<file path="src/rtl/multi_trigger_block.sv">
// Multi-probe trigger unit on the daisy-chained register bus: per-probe op/arg compare, OR/AND combine, arm-gated sticky trigger.
// Define TRIGGER_HOLDOFF_EN to add the holdoff register and consecutive-hit run counter.
module multi_trigger_block #(
    parameter int BASE_ADDR   = 0,
    parameter int N_PROBES    = 4,
    parameter int PROBE_WIDTH = 8
) (
    input  logic                            clk,
    input  logic                            rst,
    input  logic [N_PROBES*PROBE_WIDTH-1:0] probes_i,
    output logic                            trig_o,
    input  logic [15:0]                     addr_i,
    input  logic [15:0]                     wdata_i,
    input  logic [15:0]                     rdata_i,
    input  logic                            rw_i,
    input  logic                            valid_i,
    output logic [15:0]                     addr_o,
    output logic [15:0]                     wdata_o,
    output logic [15:0]                     rdata_o,
    output logic                            rw_o,
    output logic                            valid_o
);

    localparam int CTRL_OFF = 2 * N_PROBES;
    localparam int STAT_OFF = 2 * N_PROBES + 1;
`ifdef TRIGGER_HOLDOFF_EN
    localparam int HOLD_OFF = 2 * N_PROBES + 2;
    localparam int N_REGS   = 2 * N_PROBES + 3;
`else
    localparam int N_REGS   = 2 * N_PROBES + 2;
`endif

    logic [3:0]                      op_q   [N_PROBES];
    logic [PROBE_WIDTH-1:0]          arg_q  [N_PROBES];
    logic [1:0]                      ctrl_q;
    logic [N_PROBES*PROBE_WIDTH-1:0] prev_q;
    logic                            prev_valid_q;
    logic                            trig_q, trig_d;
    logic [15:0]                     rdata_q, rdata_d;
    logic [15:0]                     addr_q, wdata_q;
    logic                            rw_q, valid_q;

    logic [16:0]         off_s;
    logic                in_range_s, wr_s, rd_s, disarm_s, hold_ok_s, hit_s;
    logic [15:0]         rd_val_s;
    logic [N_PROBES-1:0] probe_hit_s, probe_en_s;

    // Offset arithmetic in 17 bits so addresses below BASE_ADDR never alias into range.
    assign off_s      = {1'b0, addr_i} - 17'(BASE_ADDR);
    assign in_range_s = ({1'b0, addr_i} >= 17'(BASE_ADDR)) && (off_s < 17'(N_REGS));
    assign wr_s       = valid_i && rw_i && in_range_s;
    assign rd_s       = valid_i && !rw_i && in_range_s;
    assign disarm_s   = wr_s && (off_s == 17'(CTRL_OFF)) && !wdata_i[1];

    // Per-probe compare; edge ops look at last cycle's sample and stay quiet until it exists.
    always_comb begin
        probe_hit_s = '0;
        probe_en_s  = '0;
        for (int p = 0; p < N_PROBES; p++) begin
            logic [PROBE_WIDTH-1:0] now_v, prv_v;
            now_v = probes_i[p*PROBE_WIDTH +: PROBE_WIDTH];
            prv_v = prev_q[p*PROBE_WIDTH +: PROBE_WIDTH];
            probe_en_s[p] = (op_q[p] >= 4'd1) && (op_q[p] <= 4'd9);
            case (op_q[p])
                4'd1:    probe_hit_s[p] = prev_valid_q && (prv_v == '0) && (now_v != '0);
                4'd2:    probe_hit_s[p] = prev_valid_q && (prv_v != '0) && (now_v == '0);
                4'd3:    probe_hit_s[p] = prev_valid_q && (prv_v != now_v);
                4'd4:    probe_hit_s[p] = now_v >  arg_q[p];
                4'd5:    probe_hit_s[p] = now_v <  arg_q[p];
                4'd6:    probe_hit_s[p] = now_v >= arg_q[p];
                4'd7:    probe_hit_s[p] = now_v <= arg_q[p];
                4'd8:    probe_hit_s[p] = now_v == arg_q[p];
                4'd9:    probe_hit_s[p] = now_v != arg_q[p];
                default: probe_hit_s[p] = 1'b0;
            endcase
        end
    end

    // Disabled probes drop out of both combine modes; with none enabled there is no hit.
    always_comb begin
        if (probe_en_s == '0) begin
            hit_s = 1'b0;
        end else if (ctrl_q[0]) begin
            hit_s = &(probe_hit_s | ~probe_en_s);
        end else begin
            hit_s = |(probe_hit_s & probe_en_s);
        end
    end

`ifdef TRIGGER_HOLDOFF_EN
    logic [15:0] holdoff_q, cnt_q, cnt_d;

    // Saturating run length of consecutive armed hits.
    always_comb begin
        if (ctrl_q[1] && hit_s) begin
            cnt_d = (cnt_q == 16'hFFFF) ? cnt_q : cnt_q + 16'd1;
        end else begin
            cnt_d = 16'd0;
        end
    end
    assign hold_ok_s = (cnt_q >= holdoff_q);

    // Holdoff register and run counter.
    always_ff @(posedge clk) begin
        if (rst) begin
            holdoff_q <= 16'd0;
            cnt_q     <= 16'd0;
        end else begin
            cnt_q <= cnt_d;
            if (wr_s && (off_s == 17'(HOLD_OFF))) begin
                holdoff_q <= wdata_i;
            end
        end
    end
`else
    assign hold_ok_s = 1'b1;
`endif

    // Sticky trigger; a disarm write in the hit cycle wins.
    always_comb begin
        if (disarm_s) begin
            trig_d = 1'b0;
        end else if (!ctrl_q[1]) begin
            trig_d = 1'b0;
        end else begin
            trig_d = trig_q | (hit_s & hold_ok_s);
        end
    end

    // Register readback, zero-extended to the bus width.
    always_comb begin
        rd_val_s = 16'h0000;
        for (int p = 0; p < N_PROBES; p++) begin
            if (off_s == 17'(2 * p)) begin
                rd_val_s = {12'h000, op_q[p]};
            end else if (off_s == 17'(2 * p + 1)) begin
                rd_val_s = 16'(arg_q[p]);
            end else begin
                rd_val_s = rd_val_s;
            end
        end
        if (off_s == 17'(CTRL_OFF)) begin
            rd_val_s = {14'h0000, ctrl_q};
        end else if (off_s == 17'(STAT_OFF)) begin
            rd_val_s = {14'h0000, ctrl_q[1], trig_q};
`ifdef TRIGGER_HOLDOFF_EN
        end else if (off_s == 17'(HOLD_OFF)) begin
            rd_val_s = holdoff_q;
`endif
        end else begin
            rd_val_s = rd_val_s;
        end
        rdata_d = rd_s ? rd_val_s : rdata_i;
    end

    // Bus pipeline, configuration registers, previous-sample capture and trigger state.
    always_ff @(posedge clk) begin
        if (rst) begin
            addr_q       <= 16'h0000;
            wdata_q      <= 16'h0000;
            rdata_q      <= 16'h0000;
            rw_q         <= 1'b0;
            valid_q      <= 1'b0;
            ctrl_q       <= 2'b00;
            prev_q       <= '0;
            prev_valid_q <= 1'b0;
            trig_q       <= 1'b0;
            for (int p = 0; p < N_PROBES; p++) begin
                op_q[p]  <= 4'd0;
                arg_q[p] <= '0;
            end
        end else begin
            addr_q       <= addr_i;
            wdata_q      <= wdata_i;
            rdata_q      <= rdata_d;
            rw_q         <= rw_i;
            valid_q      <= valid_i;
            prev_q       <= probes_i;
            prev_valid_q <= 1'b1;
            trig_q       <= trig_d;
            if (wr_s) begin
                for (int p = 0; p < N_PROBES; p++) begin
                    if (off_s == 17'(2 * p)) begin
                        op_q[p] <= wdata_i[3:0];
                    end
                    if (off_s == 17'(2 * p + 1)) begin
                        arg_q[p] <= wdata_i[PROBE_WIDTH-1:0];
                    end
                end
                if (off_s == 17'(CTRL_OFF)) begin
                    ctrl_q <= wdata_i[1:0];
                end
            end
        end
    end

    assign trig_o  = trig_q;
    assign addr_o  = addr_q;
    assign wdata_o = wdata_q;
    assign rdata_o = rdata_q;
    assign rw_o    = rw_q;
    assign valid_o = valid_q;

endmodule

</file>
<file path="config.mk">
export PLATFORM = sky130hd
export DESIGN_NAME = multi_trigger_block
export DESIGN_NICKNAME = d
export VERILOG_FILES = /design/src/rtl/multi_trigger_block.sv
export SDC_FILE = /design/constraint.sdc
export NUM_CORES = 1
export LEC_CHECK = 0
export ABC_CLOCK_PERIOD_IN_PS = 6300
export BUFFER_PORTS_ARGS = -buffer_cell sky130_fd_sc_hd__buf_2
export CAP_MARGIN = 20
export CORE_MARGIN = 4
export CORE_UTILIZATION = 59
export DETAILED_ROUTE_END_ITERATION = 8
export PLACE_DENSITY = 0.85
export SETUP_SLACK_MARGIN = 0.4
export SKIP_CTS_REPAIR_TIMING = 1
export SLEW_MARGIN = 30
export SYNTH_ARGS = -nofsm -noshare
export SYNTH_HDL_FRONTEND = slang
export SYNTH_SLANG_ARGS = --single-unit
</file>
<file path="constraint.sdc">
create_clock -name clk -period 6.3 [get_ports clk]
set_clock_uncertainty 0.2 [all_clocks]
set_input_delay 1.26 -clock clk [delete_from_list [all_inputs] [get_ports clk]]
set_output_delay 1.26 -clock clk [all_outputs]
set_load 0.01 [all_outputs]
</file>
# ---- Word level (Yosys, flattened, before mapping)
# Memory sizes are Yosys's and may differ from the RTL's.
# Index checks and enable logic that the tools add are counted.
dict set report op_classes {
  bitwise 13
  muxes 60
  magnitude_cmp 25
  eq_ne 57
  reduce_logical 54
}
# cell n
set ops {}
lappend ops {{16-bit 2-to-1 mux} 9}
lappend ops {{16-bit by 3-bit == test with 1-bit output (second input constant)} 4}
lappend ops {{4-bit by 3-bit == test with 1-bit output (second input constant)} 16}
lappend ops {{8-bit logical NOT} 8}
lappend ops {{8-bit != test} 8}
lappend ops {{8-bit nonzero test} 8}
lappend ops {{8-bit 2-to-1 mux} 6}
lappend ops {{1-bit 2-to-1 mux} 37}
lappend ops {{1-bit one-hot mux with 9 select lines} 4}
lappend ops {{16-bit by 2-bit == test with 1-bit output (second input constant)} 2}
lappend ops {{16-bit by 4-bit == test with 1-bit output (second input constant)} 2}
lappend ops {{4-bit by 2-bit == test with 1-bit output (second input constant)} 8}
lappend ops {{4-bit == test (second input constant)} 8}
lappend ops {{8-bit == test} 4}
lappend ops {{8-bit >= comparator} 4}
lappend ops {{8-bit greater-than comparator} 4}
lappend ops {{8-bit <= comparator} 4}
lappend ops {{8-bit < comparator} 4}
lappend ops {{1-bit logical AND} 30}
lappend ops {{17-bit logical NOT} 1}
lappend ops {{16-bit by 1-bit == test with 1-bit output (second input constant)} 1}
lappend ops {{4-bit by 1-bit == test with 1-bit output (second input constant)} 4}
lappend ops {{4-bit by 1-bit >= comparator with 1-bit output (second input constant)} 4}
lappend ops {{4-bit <= comparator (second input constant)} 4}
lappend ops {{other kinds (13)} 25}
dict set report word_totals {
  ram_bits 48
  ff_bits 86
  memories 2
  elab_cells 220
}
# name depth word_bits rd rd_ports_with_merged_regs wr line_no
set memory_table {}
lappend memory_table {arg_q 4 8 4 0 4 34} ;# logic [PROBE_WIDTH-1:0] arg_q [N_PROBES];
lappend memory_table {op_q 4 4 4 0 4 33} ;# logic [3:0] op_q [N_PROBES];

# ---- Longest topological paths before layout
# Gate-level depths: netlist of the first run.
dict set report depth {
  ltp_word 12
  mapped_depth 10
  depth_no_buf 10
}

# ---- Worst setup path after synthesis of the first run
# OpenSTA, ideal clock, no wires.
dict set report synth_path {
  path_type {input -> register}
  startpoint {input probes_i[1]}
  endpoint {register trig_q (netlist: trig_o)}
  path_stages 9
  slack_ps 2951
  t_required_ps 5968
  t_arrival_ps 3017
  cell_sequence {ha_1 -> nor2b_1 -> o211ai_1 -> a21oi_1 -> a2111oi_0 -> mux2_2 -> o211ai_1 -> a41o_1 -> a211oi_2}
}
dict set report synth_via {
  elab_chain_cells 8
  word_cells_on_any_way 20
  classes_between {order compare (4); eq/ne (3); mux (3); bitwise (3); reduce/logical (7)}
}
# item line_no
set synth_lines {}
lappend synth_lines {{start: declaration} 10} ;# input logic [N_PROBES*PROBE_WIDTH-1:0] probes_i,
lappend synth_lines {{parallel branches: the longest is 2 deep, another holds 8-bit <= comparator} --}
lappend synth_lines {{1-bit one-hot mux with 9 select lines (*)} 64} ;# case (op_q[p])
lappend synth_lines {{4-bit AND or 4-bit OR (tied branches)} {86, 84}}
lappend synth_lines {{4-bit OR reduction or 4-bit AND reduction (tied branches)} {86, 84}}
lappend synth_lines {{1-bit 2-to-1 mux (*)} 83} ;# end else if (ctrl_q[0]) begin
lappend synth_lines {{1-bit 2-to-1 mux (*)} 81} ;# if (probe_en_s == '0) begin
lappend synth_lines {{1-bit OR (*)} 126} ;# trig_d = trig_q | (hit_s & hold_ok_s);
lappend synth_lines {{end signal: assignment} 180} ;# trig_q <= trig_d;
lappend synth_lines {{end: declaration} 38} ;# logic trig_q, trig_d;
# Mark *: on every way between the ends.
# A chain may end at the register's enable or synchronous reset.

# ---- Worst setup path after layout of the first run
dict set report layout_path {
  startpoint {input probes_i[21]}
  endpoint {register trig_q (netlist: trig_o)}
}
# Same word-level chain as after synthesis.

==> flow_metrics.tcl, run 1 <==
set metrics [dict create \
    fillers 667 \
    die_w_um 111.4 \
    avgSynthCellArea_um2 9.927 \
    multi_input_area_mm2 0.002889 \
    postRouteAntennaNets 0 \
    finalWorstSetupSlack_ns 2.795 \
    avgRoutedWirePerCell_um 18.11 \
    coreArea_mm2 0.01037 \
    slowest_delay_ns 0.56 \
    final-hold-violation-count 0 \
    crit_type "input port to flip-flop" \
    max_clock_freq_ghz 0.2853 \
    path_cells "buf_2, ha_1, nand4_1, nor3_1, or3_1, o32ai_1, a221o_1, a31oi_1, nor4bb_1, a211oi_2" \
    synth_cell_types 54 \
    finalSetupViolCount 0 \
    grt_pass1_vias 5537 \
    vias 5344 \
    clock-sinks 134 \
    drt-met1-wl_mm 6.240 \
    yosysWarnings 0 \
    end_kind "flip-flop" \
    worst_pin_slew_ns 0.9017 \
    drc_errors 0 \
    switching_share 0.2403 \
    cts_buffer_depth 2 \
    wl_met2_mm 8.161 \
    internal_power_uw 1658 \
    insertion_delay_ns 0.53 \
    fin_crit_sh 0.5563 \
    antenna_found_initial 0 \
    dp_hpwl_mm 11.95 \
    ys_seq_area_frac 0.5010 \
    synth_area_mm2 0.006314 \
    synthToLayoutAreaGrowth_pct 21.86 \
    path_max_fanout 4 \
    critPathRequiredTime_ns 6.49 \
    routabilityCongestion 0.9228 \
    vias_per_cell 5.802 \
    rsz0062_at_grt "false" \
    clkTransAtPathRegs_ns 0.06 \
    port_buffers 134 \
    irDropWorstVdd_v 0.0001823 \
    layout.nets 888 \
    routed_wl_mm 16.68 \
    drv_cap 0 \
    min_period_ns 3.505 \
    crit_path_start_kind "input port" \
    grt.total_usage 0.2728 \
    seqCellArea_mm2 0.003163 \
    finalSetupTns_ns 0 \
    wl_met3_mm 1.764 \
    cts_tree "done" \
    die_y_um 111.4 \
    slew_violations 0 \
    die-area_mm2 0.01242 \
    antenna_cells 0 \
    slowest_stage "nor3_1" \
    dr.pass1.iters 7 \
    powerDensity_mw_per_mm2 283.7 \
    mostFrequentLayoutCells "buf_2, dfxtp_1, nor2_1, nor2b_1, inv_1" \
    p_switching_uw 524.4 \
    drive_gt1_frac 0.2255 \
    p_leak_uw 0.003390 \
    synthArstFlopShare 0 \
    relSlewSlack 0.3966 \
    ys_ff_latch 134 \
    power_frac_comb 0.104 \
    syn_inst 636 \
    syn-num-nets 752 \
    status "complete, no violations" \
    cts_root_buf "clkbuf_8" \
    dr.first_iter.drc_count 545 \
    h-tree-depth 4 \
    highest_layer "met4" \
    detailedPlace.worstSlack_ns 2.397 \
    seqPwrFrac 0.446 \
    synth_enable_flop_cells 48 \
    io_pins 135 \
    cp.arrival_ns 3.69 \
    grt_remaining_overflow 0 \
    fin_util 0.7419 \
    rows 37 \
    grt_max_degree 65 \
    cts_made_buffers 17 \
    synth_ff_type "dfxtp_1" \
    initial_utilization 0.6088 \
    grt_pass1_wl_mm 27.07 \
    clockPowerShare 0.450 \
    mostFrequentLayoutCell "buf_2" \
    hold_path.class "flip-flop to flip-flop" \
]
## layout make-up
class,count,share of cell area
Clock inverter,11,0.01561
Sequential cell,134,0.4111
Inverter,51,0.02488
Tap cell,136,0.02212
Multi-Input combinational cell,433,0.3755
Clock buffer,21,0.06261
Timing Repair Buffer,135,0.08814
## power groups by stage
stage               registers, uW  logic (uW)  clock network [uW]
finish                        973         227                 982
detailed placement            989         219                   0
global placement              987         208                   0
floorplan                     986         127                   0
CTS                           972         225                 987
global route                  977         252                1030
## cell families after synthesis
logic type | Yosys count | synth area share
muxes | 21 | 0.04340
buffers and inverters | 69 | 0.04142
DFF | 134 | 0.5010
and+or+nand+nor | 271 | 0.2206
adders and majority gates | 32 | 0.06342
xor gates and xnor gates | 36 | 0.04994
AOI/OAI and AO/OA | 73 | 0.08026
## synthesized netlist by cell type (3+ instances only)
master | count | area share
o22ai_1 | 5 | 0.0050
a31oi_1 | 3 | 0.0030
xor2_1 | 31 | 0.043
nand2_1 | 39 | 0.023
a211oi_1 | 8 | 0.0095
clkbuf_1 | 12 | 0.0071
o31ai_1 | 3 | 0.0036
mux4_2 | 5 | 0.018
mux2i_1 | 15 | 0.024
edfxtp_1 | 48 | 0.23
buf_1 | 4 | 0.0024
nor3_1 | 10 | 0.0079
o21ai_0 | 9 | 0.0071
ha_1 | 32 | 0.063
nor2_1 | 84 | 0.050
nand3_1 | 16 | 0.013
xnor2_1 | 5 | 0.0069
dfxtp_1 | 86 | 0.27
o211ai_1 | 5 | 0.0059
inv_1 | 49 | 0.029
a22o_1 | 4 | 0.0055
nand4_1 | 9 | 0.0089
a21oi_1 | 16 | 0.013
and2_1 | 11 | 0.011
nor4bb_1 | 3 | 0.0048
o21a_1 | 4 | 0.0048
nor4_1 | 27 | 0.027
or4_1 | 5 | 0.0059
nor2b_1 | 56 | 0.055
## flip-flops by register name, summed over array words and instances (netlist names)
| signal | flops |
|---|---|
| addr_o | 16 |
| arg_q | 32 |
| ctrl_q | 2 |
| op_q | 16 |
| prev_q | 32 |
| prev_valid_q | 1 |
| rdata_o | 16 |
| rw_o | 1 |
| trig_o | 1 |
| valid_o | 1 |
| wdata_o | 16 |
## critical path: cells and delay by family
| family | cells | cell delay (ns) |
|---|---|---|
| compound gates | 4 | 0.75 |
| fa+ha+maj | 1 | 0.30 |
| buf+inv | 1 | 0.12 |
| simple gates | 4 | 1.25 |
## metal layers
| layer | global-route usage | vias to the layer above |
|---|---|---|
| met5 | 0 | - |
| met4 | 0.1217 | 0 |
| met3 | 0.08207 | 54 |
| met2 | 0.4511 | 322 |
| met1 | 0.3302 | 2459 |
| li1 | - | 2509 |
## per-stage QoR
stage | hold slack (ns) | total power [uW] | area (um^2) | std cells
2_1_floorplan | 0.2825 | 1113 | 6314 | 636
3_3_place_gp | 0.3022 | 1195 | 7092 | 889
3_5_place_dp | 0.3246 | 1209 | 7092 | 889
4_1_cts | 0.3426 | 2185 | 7694 | 921
5_1_grt | 0.3626 | 2262 | 7694 | 921
6_report | 0.3295 | 2182 | 7694 | 921
## final timing paths
check                     from   endpoint  slack (ns)  cells past startpoint
setup / recovery  probes_i[21]     trig_o        2.80                     10
hold / removal       ctrl_q[0]  ctrl_q[0]        0.33                      2
setup reg to reg   arg_q[2][6]     trig_o        3.22                     10
hold reg to reg      ctrl_q[0]  ctrl_q[0]        0.33                      2
(Power assumes the default switching activity.)
==> run 2: changes to the inputs <==
--- a/config.mk
+++ b/config.mk
@@ -5,13 +5,13 @@
 export SDC_FILE = /design/constraint.sdc
 export NUM_CORES = 1
 export LEC_CHECK = 0
-export ABC_CLOCK_PERIOD_IN_PS = 6300
+export ABC_CLOCK_PERIOD_IN_PS = 3500
 export BUFFER_PORTS_ARGS = -buffer_cell sky130_fd_sc_hd__buf_2
 export CAP_MARGIN = 20
 export CORE_MARGIN = 4
-export CORE_UTILIZATION = 59
+export CORE_UTILIZATION = 55
 export DETAILED_ROUTE_END_ITERATION = 8
-export PLACE_DENSITY = 0.85
+export PLACE_DENSITY = 0.8
 export SETUP_SLACK_MARGIN = 0.4
 export SKIP_CTS_REPAIR_TIMING = 1
 export SLEW_MARGIN = 30
==> constraint.sdc (replaced) <==
create_clock -name clk -period 3.5 [get_ports clk]
set_clock_uncertainty 0.2 [all_clocks]
set_input_delay 0.7 -clock clk [delete_from_list [all_inputs] [get_ports clk]]
set_output_delay 0.7 -clock clk [all_outputs]
set_load 0.01 [all_outputs]
==> run 2 against run 1 <==
  * Clock power increased by 77%
  * Flip-flop and latch count unchanged
  * Sequential share of layout area decreased by 0.23 points
  * Routed wire length decreased by 2.4%
  * Critical endpoint is now arg_q[0][1]
  * Highest routed layer unchanged
==> flow_metrics.tcl, run 2 (synthesized netlist as in run 1, its figures left out) <==
set metrics [dict create \
    status "complete, no violations" \
    worst_pin_slew_ns 0.7332 \
    internal_power_uw 2963 \
    h-tree-depth 4 \
    reg_top3 "arg_q (32), prev_q (32)" \
    power_frac_comb 0.103 \
    path_cells "buf_2, nor4_1, nand3_1, nor4_1, nand3_1, nand2_1" \
    reg2reg_from "arg_q[2][7]" \
    die-area_mm2 0.01326 \
    dp_hpwl_mm 12.33 \
    relSlewSlack 0.5094 \
    hold_path.class "input port to flip-flop" \
    final-hold-violation-count 0 \
    finalPower_uw 3894 \
    slowest_stage "nor4_1" \
    drc_errors 0 \
    slowest_delay_ns 0.54 \
    avgRoutedWirePerCell_um 17.50 \
    fin_crit_sh 0.8162 \
    end_kind "flip-flop" \
    max_clock_freq_ghz 0.3500 \
    seqPwrFrac 0.449 \
    critPathRequiredTime_ns 3.38 \
    crit_type "input port to flip-flop" \
    insertion_delay_ns 0.42 \
    clkTransAtPathRegs_ns 0.05 \
    path_max_fanout 9 \
    finalSetupViolCount 0 \
    routed_wl_mm 16.28 \
    dr.pass1.iters 5 \
    grt_max_degree 45 \
    antenna_cells 0 \
    die_w_um 115.1 \
    mostFrequentLayoutCell "buf_2" \
    final_cells 930 \
    io_pins 135 \
    powerDensity_mw_per_mm2 503.3 \
    drive_gt1_frac 0.2329 \
    clock-sinks 134 \
    cts_tree "done" \
    cts_buffer_depth 2 \
    synthToLayoutAreaGrowth_pct 22.55 \
    cts_made_buffers 17 \
    dp.cells 898 \
    antenna_found_initial 0 \
    hold_path.startpoint "rdata_i[14]" \
    crit_path_start_kind "input port" \
    min_period_ns 2.857 \
    port_buffers 134 \
    layout.nets 893 \
    coreArea_mm2 0.01103 \
    grt_remaining_overflow 0 \
    fin_util 0.7015 \
    cp.arrival_ns 2.74 \
    critical_path.top_delay_family "simple AND/OR/NAND/NOR gates" \
    rsz0062_at_grt "false" \
    crit_buf_inv 1 \
    p_switching_uw 930.8 \
    routabilityCongestion 0.9004 \
    dr.first_iter.drc_count 389 \
    cts_root_buf "clkbuf_16" \
    vias 5245 \
    grt_pass1_wl_mm 25.88 \
    mostFrequentLayoutCells "buf_2, dfxtp_1, nor2_1, nor2b_1, inv_1" \
    die_y_um 115.1 \
    switching_share 0.2390 \
    drv_cap 0 \
    cp-startpoint "addr_i[11]" \
    slew_violations 0 \
    p_leak_uw 0.003414 \
    finalSetupTns_ns 0 \
    clockPowerShare 0.447 \
    postRouteAntennaNets 0 \
    grt.total_usage 0.2543 \
    vias_per_cell 5.640 \
    rows 38 \
    initial_utilization 0.5724 \
    irDropWorstVdd_v 0.0003661 \
    grt_pass1_vias 5304 \
]
==> run 2: cell count changes in the layout (fill, tap and decap cells not counted) <==
| cell | before | now |
|---|---|---|
| buf_4 | 1 | 6 |
| bufinv_16 | 2 | 1 |
| clkbuf_1 | 1 | 0 |
| clkbuf_16 | 18 | 19 |
| clkinv_2 | 4 | 5 |
| nor3_1 | 10 | 9 |
| nor3_2 | 1 | 2 |
==> run 2: power by group through the flow <==
stage | logic, uW | registers [uW] | clock network (uW)
after floorplan | 228 | 1770 | 0
after global placement | 377 | 1780 | 0
after detailed placement | 395 | 1780 | 0
after CTS | 401 | 1750 | 1760
after global routing | 448 | 1760 | 1850
final | 403 | 1750 | 1740
==> run 2: area by class of cell <==
type	instances	area, um^2
Fill cell	824	3293
Sequential cell	134	3163
Multi-Input combinational cell	433	2894
Timing Repair Buffer	140	715.7
Clock buffer	21	503.0
Inverter	51	191.4
Tap cell	140	175.2
Clock inverter	11	95.09
==> run 2: per-layer routing <==
layer  up-vias  GRT usage  share of wire
met2       229     0.4213           0.48
li1       2532          -              -
met5         -          0              0
met1      2437     0.3078           0.41
met4         0     0.1119          0.028
met3        47    0.07474          0.081
==> run 2: metrics by stage <==
stage | setup WS [ns] | area (um^2) | hold slack, ns
3_5_place_dp | 0.2565 | 7134 | 0.3296
2_1_floorplan | 0.7114 | 6314 | 0.2825
4_1_cts | 0.6499 | 7732 | 0.2637
5_1_grt | 0.4504 | 7737 | 0.2678
6_report | 0.6432 | 7737 | 0.2816
3_3_place_gp | 0.3318 | 7134 | 0.3053
==> run 2: final timing paths <==
path                               endpoint  slack [ns]  depth (start not counted)
worst max-delay path            arg_q[0][1]        0.64                          6
worst min-delay path            rdata_o[14]        0.28                          2
worst max register to register       trig_o        0.70                         10
worst min register to register    ctrl_q[1]        0.35                          2
==> run 3: changes to the inputs <==
--- a/config.mk
+++ b/config.mk
@@ -5,7 +5,7 @@
 export SDC_FILE = /design/constraint.sdc
 export NUM_CORES = 1
 export LEC_CHECK = 0
-export ABC_CLOCK_PERIOD_IN_PS = 3500
+export ABC_CLOCK_PERIOD_IN_PS = 2900
 export BUFFER_PORTS_ARGS = -buffer_cell sky130_fd_sc_hd__buf_2
 export CAP_MARGIN = 20
 export CORE_MARGIN = 4
==> constraint.sdc (replaced) <==
create_clock -name clk -period 2.9 [get_ports clk]
set_clock_uncertainty 0.2 [all_clocks]
set_input_delay 0.58 -clock clk [delete_from_list [all_inputs] [get_ports clk]]
set_output_delay 0.58 -clock clk [all_outputs]
set_load 0.01 [all_outputs]
==> run 3 against run 2 <==
  * Routed wire length rose by 0.37%
  * Highest routed layer unchanged
  * Non-clock buffer count rose by 11
  * Clock power up 25%
  * Setup slack got worse by 0.28 ns
  * Total power up 23%
  * Clock-buffer cell count up 1
  * Critical path type is now flip-flop to flip-flop
  * Largest power group is now clock
==> flow_metrics.tcl, run 3 (synthesized netlist as in run 1, its figures left out) <==
set metrics [dict create \
    reg_top3 "arg_q (32), prev_q (32)" \
    routed_wl_mm 16.34 \
    irDropWorstVdd_v 0.0005644 \
    die_y_um 115.1 \
    routabilityCongestion 0.8805 \
    cp.arrival_ns 2.63 \
    synthToLayoutAreaGrowth_pct 25.76 \
    rsz0062_at_grt "true" \
    vias_per_cell 5.813 \
    cts_root_buf "clkbuf_16" \
    clock-sinks 134 \
    finalSetupViolCount 0 \
    end_kind "flip-flop" \
    fin_crit_sh 0.8738 \
    max_clock_freq_ghz 0.3946 \
    r2r_slack_ns 0.37 \
    insertion_delay_ns 0.42 \
    dpl_cell_area_mm2 0.007242 \
    crit_path_start_kind "flip-flop" \
    dp_hpwl_mm 12.34 \
    drv_cap 0 \
    layout.nets 904 \
    h-tree-depth 4 \
    hold_path.class "input port to flip-flop" \
    final_cell_area_mm2 0.007940 \
    drive_gt1_frac 0.2597 \
    clkTransAtPathRegs_ns 0.06 \
    fillers 793 \
    postRouteAntennaNets 0 \
    die-area_mm2 0.01326 \
    path_max_fanout 3 \
    final-hold-violation-count 0 \
    cts_buffer_depth 2 \
    critPathRequiredTime_ns 2.99 \
    avgRoutedWirePerCell_um 17.36 \
    powerDensity_mw_per_mm2 604.6 \
    rows 38 \
    die_w_um 115.1 \
    worst_pin_slew_ns 0.7241 \
    mostFrequentLayoutCell "buf_2" \
    grt_pass1_vias 5377 \
    crit_type "flip-flop to flip-flop" \
    antenna_cells 0 \
    grt.total_usage 0.2513 \
    min_period_ns 2.534 \
    grt_pass1_wl_mm 25.95 \
    grt_max_degree 40 \
    dr.first_iter.drc_count 450 \
    dr.pass1.iters 5 \
    slew_violations 0 \
    fin_util 0.7198 \
    status "complete, no violations" \
    vias 5470 \
    coreArea_mm2 0.01103 \
    p_leak_uw 0.003480 \
    mostFrequentLayoutCells "buf_2, dfxtp_1, nor2_1, nor2b_1" \
    drc_errors 0 \
    antenna_found_initial 0 \
    grt_remaining_overflow 0 \
    relSlewSlack 0.5155 \
    port_buffers 134 \
    cts_tree "done" \
    initial_utilization 0.5724 \
    cts_made_buffers 17 \
    io_pins 135 \
]
==> run 3: cell type report <==
| class | instances | area (um^2) | share of cell area |
|---|---|---|---|
| well taps | 140 | 175.2 | 0.02206 |
| multi-input cells | 433 | 3014 | 0.3796 |
| flip-flops and latches | 134 | 3163 | 0.3984 |
| repair buffers | 151 | 798.3 | 0.1005 |
| inverters | 51 | 191.4 | 0.02411 |
| clock inverters | 10 | 153.9 | 0.01938 |
| clock buffers | 22 | 444.2 | 0.05594 |
==> run 3: worst max-delay path, stage by stage (launching register included) <==
cell,delay (ns)
edfxtp_1,0.39
inv_2,0.06
ha_4,0.26
nand4_1,0.17
nor3_2,0.19
buf_4,0.14
or3_1,0.09
o32ai_1,0.06
a221o_1,0.28
a31oi_2,0.25
nor4bb_4,0.24
a211oi_2,0.07
==> run 3: per-layer routing <==
layer | GRT usage | wire length [um]
met1 | 0.3086 | 6432
met2 | 0.4167 | 7709
met3 | 0.07211 | 1707
met4 | 0.1025 | 489
met5 | 0 | 0
==> run 3: worst paths after layout <==
| check | start | endpoint | cells past startpoint |
|---|---|---|---|
| max reg2reg | arg_q[2][6] | trig_o | 11 |
| min reg2reg | ctrl_q[1] | ctrl_q[1] | 2 |
| max | arg_q[2][6] | trig_o | 11 |
| min | rdata_i[9] | rdata_o[9] | 2 |
==> run 3: power breakdown <==
| group | internal [uW] | leakage [uW] | switching, uW | total, uW |
|---|---|---|---|---|
| registers | 2040 | 0.00117 | 69.3 | 2110 |
| logic | 227 | 0.00202 | 280 | 507 |
| clock network | 1430 | 0.000286 | 752 | 2180 |
| total | 3700 | 0.00348 | 1100 | 4800 |
==> run 3: stage by stage <==
step / power (uW) / setup TNS [ns] / std cells / hold WS [ns] / setup slack (ns)
floorplan: 2422 / 0 / 636 / 0.2825 / 0.3427
global placement: 2612 / 0 / 906 / 0.3048 / 0.06988
detailed placement: 2636 / -0.03941 / 906 / 0.3359 / -0.03941
CTS: 4808 / 0 / 938 / 0.1490 / 0.2345
global route: 4973 / 0 / 941 / 0.1576 / 0.2406
finish: 4801 / 0 / 941 / 0.1630 / 0.3661
